<file path="config.mk">
export PLATFORM = sky130hd
export DESIGN_NAME = alu8_arbiter
export DESIGN_NICKNAME = d
export VERILOG_FILES = /design/src/rtl/alu8_arbiter.sv
export SDC_FILE = /design/constraint.sdc
export NUM_CORES = 1
export LEC_CHECK = 0
export CORE_ASPECT_RATIO = 0.75
export CORE_MARGIN = 2
export CORE_UTILIZATION = 41
export CTS_BUF_LIST = sky130_fd_sc_hd__clkbuf_2 sky130_fd_sc_hd__clkbuf_4 sky130_fd_sc_hd__clkbuf_8
export CTS_CLUSTER_SIZE = 16
export DETAILED_ROUTE_END_ITERATION = 10
export PLACE_DENSITY = 0.8
export SYNTH_ARGS = -nofsm -noshare
export SYNTH_HDL_FRONTEND = slang
export SYNTH_SLANG_ARGS = --single-unit
</file>
<file path="constraint.sdc">
create_clock -name clk -period 1.3 [get_ports clk]
set_input_delay 0.26 -clock clk [delete_from_list [all_inputs] [get_ports clk]]
set_output_delay 0.26 -clock clk [all_outputs]
set_load 0.005 [all_outputs]
</file>
<file path="src/rtl/alu8_arbiter.sv">
// Two-requester round-robin front end for a shared combinational alu8.
// Grants one request at a time, registers operands, and returns the checked result.
module alu8_arbiter (
  input  logic       clk,
  input  logic       rst_n,
  input  logic [1:0] req_valid,
  output logic [1:0] req_ready,
  input  logic [3:0] req_op0,
  input  logic [3:0] req_op1,
  input  logic [7:0] req_a0,
  input  logic [7:0] req_b0,
  input  logic [7:0] req_a1,
  input  logic [7:0] req_b1,
  output logic [1:0] rsp_valid,
  input  logic [1:0] rsp_ready,
  output logic [7:0] rsp_data,
  output logic       rsp_err,
  output logic [7:0] alu_a,
  output logic [7:0] alu_b,
  output logic [3:0] alu_op,
  input  logic [7:0] alu_result,
  output logic       busy
);

  localparam int unsigned DW  = 8;
  localparam int unsigned OPW = 4;
  localparam logic [OPW-1:0] OP_DIV      = OPW'(3);
  localparam logic [OPW-1:0] OP_LAST_OK  = OPW'(10);

  typedef enum logic [1:0] {
    IDLE = 2'd0,
    EXEC = 2'd1,
    RESP = 2'd2
  } state_t;

  state_t state_q, state_d;
  logic   ptr_q;
  logic   gnt_q;
  logic   any_c;
  logic   gnt_c;
  logic   accept_c;
  logic   rsp_done_c;
  logic   div0_c;
  logic   illegal_c;

  // Round-robin pick: pointer wins ties, otherwise whichever side is valid.
  always_comb begin
    any_c      = |req_valid;
    gnt_c      = req_valid[ptr_q] ? ptr_q : ~ptr_q;
    accept_c   = (state_q == IDLE) && any_c;
    rsp_done_c = (state_q == RESP) && rsp_ready[gnt_q];
    req_ready  = '0;
    if (accept_c) req_ready[gnt_c] = 1'b1;
  end

  always_comb begin
    state_d = state_q;
    case (state_q)
      IDLE:    if (any_c) state_d = EXEC;
      EXEC:    state_d = RESP;
      RESP:    if (rsp_done_c) state_d = IDLE;
      default: state_d = IDLE;
    endcase
  end

  always_comb begin
    div0_c    = (alu_op == OP_DIV) && (alu_b == DW'(0));
    illegal_c = (alu_op > OP_LAST_OK);
  end

  always_ff @(posedge clk or negedge rst_n) begin
    if (!rst_n) state_q <= IDLE;
    else        state_q <= state_d;
  end

  // Datapath and response registers; abort on reset discards any in-flight result.
  always_ff @(posedge clk or negedge rst_n) begin
    if (!rst_n) begin
      ptr_q     <= 1'b0;
      gnt_q     <= 1'b0;
      alu_a     <= '0;
      alu_b     <= '0;
      alu_op    <= '0;
      rsp_valid <= '0;
      rsp_data  <= '0;
      rsp_err   <= 1'b0;
      busy      <= 1'b0;
    end else begin
      busy <= (state_d != IDLE);
      if (accept_c) begin
        gnt_q  <= gnt_c;
        ptr_q  <= ~gnt_c;
        alu_a  <= gnt_c ? req_a1  : req_a0;
        alu_b  <= gnt_c ? req_b1  : req_b0;
        alu_op <= gnt_c ? req_op1 : req_op0;
      end
      if (state_q == EXEC) begin
        rsp_valid[gnt_q] <= 1'b1;
        if (div0_c) begin
          rsp_data <= 8'hFF;
          rsp_err  <= 1'b1;
        end else if (illegal_c) begin
          rsp_data <= 8'h00;
          rsp_err  <= 1'b1;
        end else begin
          rsp_data <= alu_result;
          rsp_err  <= 1'b0;
        end
      end
      if (rsp_done_c) rsp_valid <= '0;
    end
  end

endmodule

</file>
### Word level (Yosys, flattened, before mapping)

Index checks and enable logic that the tools add are counted.

* bits in registers: 36
* latch bits: 0
* bits in writable memories: 0
* bits in read-only memories: 0
* input bits: 54
* output and inout port bits: 34
* logic and storage cells: 54
* memories kept: 0

* add/subtract/negate cells: 0
* $mul: 0
* div/mod/pow operators: 0
* order comparisons: 6
* eq/ne operators: 3
* shift-type cells: 0
* multiplexer cells: 22
* bitwise logic cells: 3
* reductions and logical operators: 10

Operators by type and width (count)
* $mux W8: 4
* $mux W2: 5
* $mux W1: 9
* $logic_not A8 Y1: 1
* $lt A1 B2 Y1 const B: 3
* $pmux W2 S3: 1
* $logic_and A1 B1 Y1: 5
* $eq A4 B2 Y1 const B: 1
* $gt A4 B4 Y1 const B: 1
* $mux W4: 1
* $reduce_bool A2 Y1: 2
* $demux W1 S1: 2
* $eq A2 B1 Y1 const B: 1
* $eq A2 B2 Y1 const B: 1
* $ge A1 B1 Y1 const B: 2
* $logic_not A2 Y1: 1
* $not A1 Y1: 2
* $or A2 B2 Y2: 1
* $reduce_or A2 Y1: 1

### Logic depth before layout (Yosys ltp)

* depth after elaboration: 8
* depth in mapped cells: 5
* mapped depth without buffers: 3

### Least setup slack after synthesis

OpenSTA, ideal clock, no wires.

* path kind: flip-flop to flip-flop
* start: reg alu_b[7]
* end: reg rsp_err
* setup time: 0.101 ns
* arrival time: 1.099 ns
* data required time: 1.199 ns
* path slack: 0.100 ns
* stages on the path, launching flop included: 4
* buffers on the path: 0
* period minus slack after synthesis: 1.200 ns
* cells stage by stage: dfrtp_1 > nor4_1 > nand4b_4 > o311ai_2

* longest elaborated chain between the ends: 3

Ends and longest elaborated chain
* start: declaration: RTL line 19 `output logic [7:0] alu_b,`
* start signal: assignment: RTL line 94 `alu_b <= gnt_c ? req_b1 : req_b0;`
* $logic_not A8 Y1: RTL line 67 `div0_c = (alu_op == OP_DIV) && (alu_b == DW'(0));`
* $logic_and A1 B1 Y1: RTL line 67
* $mux W1: RTL line 99 `if (div0_c) begin`
* end signal: assignment: RTL line 101 `rsp_err <= 1'b1;`
* end signal: assignment: RTL line 104 `rsp_err <= 1'b1;`
* end signal: assignment: RTL line 107 `rsp_err <= 1'b0;`
* end: declaration: RTL line 17 `output logic rsp_err,`

No other way between the ends.
A chain may end at the register's enable or synchronous reset.

### Final worst setup path

* start: reg state_q[1]
* end: out req_ready[0]

* longest elaborated chain between the ends: 3

Ends and longest elaborated chain
* start: declaration: RTL line 36 `state_t state_q, state_d;`
* start signal: assignment: RTL line 73 `else state_q <= state_d;`
* $logic_not A2 Y1: RTL line 50 `accept_c = (state_q == IDLE) && any_c;`
* $logic_and A1 B1 Y1: RTL line 50
* $mux W2: RTL line 53 `if (accept_c) req_ready[gnt_c] = 1'b1;`
* end: declaration: RTL line 7 `output logic [1:0] req_ready,`

No other way between the ends.

==> impl_metrics.toml <==
[grt]
grt_pass1_vias = 1885
overflow = 0
grt_max_degree = 22
antenna_found_initial = 0
grt_util_all_layers_pct = 24.34
grt_pass1_wl_um = 8763

[sta]
tns_ns = -1.479
clock_skew_ns = 0.008044
rsz0062_at_grt = "yes"
fmax_ghz = 0.6699
min_period_ns = 1.493
worst_pin_slew_ns = 0.4205
worst_slack_ns = -0.1928
post-route-period-util_pct = 114.8
finalMaxSlewViolations = 0
max_slew_margin_pct = 71.97
setup_viol = 30
hold_viol = 0

[detailed_routing]
route.top_layer_used = "met4"
drt_iter0_markers = 84
routed_wl_um = 5821
drtAntennaViolNets = 0
vias = 1812
drt-met1-wl_um = 2341
wl_per_cell_um = 16.78
wl_met3_um = 451
drc = 0
wl_met2_um = 2939
dr.pass1.iters = 4
viasPerCell = 5.222

[logic_synthesis]
yosysSeqAreaShare_pct = 51.91
synth-main-ff-cell = "dfrtp_1"
postSynthAreaPerCell_um2 = 9.974
yosysWarnings = 0
synth_cells = 174
synth-edff-count = 0
yosysTopAreaCell = "dfrtp_1"
ys_seq_elements = 36
synth_top_area_share_pct = 51.91
synthArstFlopShare_pct = 100.0
synth_area_leaders = "dfrtp_1, o221ai_1, inv_1"
synth_area_um2 = 1735
syn-num-nets = 228
synth.distinct_cells = 26

[floorplan]
die-area_um2 = 4775
rows = 20
die_w_um = 79.13
ios = 88
core_area_um2 = 4054
start_util_pct = 42.81
die_h_um = 60.35

[power]
internal-power_uw = 4340
p_leak_uw = 0.001605
p_comb_share_pct = 57.3
ir_drop_mv = 0.9952
seqPwrFrac_pct = 30.4
power-per-cell-area_nw_per_um2 = 2145
sw_frac_of_total_pct = 37.56
netSwitchingPower_uw = 2611
clkPwrFrac_pct = 12.3

[worst_setup_path]
reg2reg_from = "state_q[1]"
path_cells = "nor2_4, buf_6, nand3_4, inv_2, buf_2"
setup.worst_path.start = "state_q[1]"
crit_family = "flip-flops"
crit_fanout = 2
path_buf_inv = 3
end_kind = "output pin"
cp_slowest_stage_delay_ns = 0.43
cp_slowest_cell = "dfrtp_1"
worst-setup-path-type = "reg -> out"
cp-start-kind = "register"
required_ns = 1.04
critPathArrivalTime_ns = 1.23

[layout]
num-nets-final = 345
final_core_util_pct = 79.94
num-fill-cells = 285
stdcell_area_um2 = 3241
syn2layout_area_growth_pct = 86.73
drive_above_1_share_pct = 31.51
n_antenna_cell = 0

[clock_network]
cts-buffers-inserted = 5
cts-root-buf = "clkbuf_8"
clock_sinks = 36
clock_path_buffers = 2
cts.clk_slew.worst_paths_ns = 0.08
worst_skew_pair.late_latency_ns = 0.28
cts_tree = "built"
htree_num_levels = 2

[min_path]
hold_path_class = "in -> async"

[placement]
hpwlAfterDp_um = 3380
portBuffers = 87
globalplace.congestion = 0.7645
dpl-instance-area_um2 = 2724

[run]
maxCapViolCount = 0

[outcome]
outcome = "finished with violations"
violations = "setup timing"
==> sequential cells by signal, summed over array words and instances (netlist names) <==
signal and flops:
rsp_err 1, rsp_data 8, alu_b 8, busy 1, gnt_q 1, alu_a 8, rsp_valid 2, state_q 2
alu_op 4, ptr_q 1
==> stage by stage <==
| step | std cells | hold slack (ns) | setup WS [ns] | total power, uW |
|---|---|---|---|---|
| floorplan | 174 | -0.03559 | 0.1001 | 3364 |
| global placement | 319 | 0.2146 | -0.4538 | 4952 |
| detailed placement | 319 | 0.2136 | -0.4683 | 5021 |
| CTS | 346 | 0.4549 | -0.1449 | 6409 |
| global route | 347 | 0.4808 | -0.2194 | 7385 |
| finish | 347 | 0.4451 | -0.1928 | 6951 |
==> cell usage in the layout (no fill, tap or decap), drive strengths merged, types with 3 or more instances in the layout <==
cell type,Yosys,layout
clkdlybuf4s50,0,51
dlygate4sd2,0,33
nand2,3,3
dfrtp,36,36
nor2,3,3
o221ai,20,20
mux2i,9,9
o21ai,31,31
inv,43,43
a21oi,3,3
clkbuf,3,9
buf,7,33
==> final timing paths <==
kind,cells past startpoint,to,slack (ns)
setup / recovery,5,req_ready[0],-0.19
hold / removal,2,state_q[1],0.45
setup reg to reg,5,alu_op[3],-0.07
hold reg to reg,2,alu_a[5],0.49
max in group asynchronous,3,alu_a[3],0.39
min in group clk,2,alu_a[5],0.49
==> cell type report <==
cell class | instances | area (um2) | share of cell area, %
Timing Repair Buffer | 119 | 1141 | 35.21
Sequential cell | 36 | 902.1 | 27.84
Multi-Input combinational cell | 86 | 869.6 | 26.83
Inverter | 43 | 161.4 | 4.981
Clock buffer | 8 | 97.59 | 3.012
Tap cell | 55 | 68.82 | 2.124
==> layer usage <==
metal | GRT usage, % | up-vias
li1 | - | 848
met1 | 29.13 | 885
met2 | 43.10 | 71
met3 | 8.929 | 8
met4 | 5.419 | 0
met5 | 0 | -
==> power groups by stage <==
stage                     Clock [uW]  Combinational, uW  Sequential (uW)
after global placement             0               2930             2020
after floorplan                    0               1310             2060
after detailed placement           0               2980             2040
final                            856               3980             2110
after global routing             920               4290             2180
after CTS                        866               3540             2010
==> synthesized netlist by cell type, drive strengths merged (2+ instances only) <==
library cell  instances
clkbuf                3
dfrtp                36
nand3                 2
o21a                  2
inv                  43
a21oi                 3
nor4                  2
nand2                 3
buf                   7
nand2b                2
nor2                  3
o21ai                31
o221ai               20
mux2i                 9
==> logic make-up (layout without fill, tap and decap cells) <==
family,count (synthesis),count (layout),share of synthesized area (%)
AOI/OAI and AO/OA,58,58,22.13
buffers and inverters,53,170,13.27
DFF,36,36,51.91
muxes,9,9,5.191
and+or+nand+nor,18,19,7.498
==> repair_timing <==
item                       CTS  global route
gates resized for setup    100            32
hold endpoints to repair    16             0
setup endpoints to repair   63            34
pin swaps                   29            11
hold buffers                 1             0
setup buffers               17             2
gates cloned                 1             1
Power figures use the tool's default switching activity.
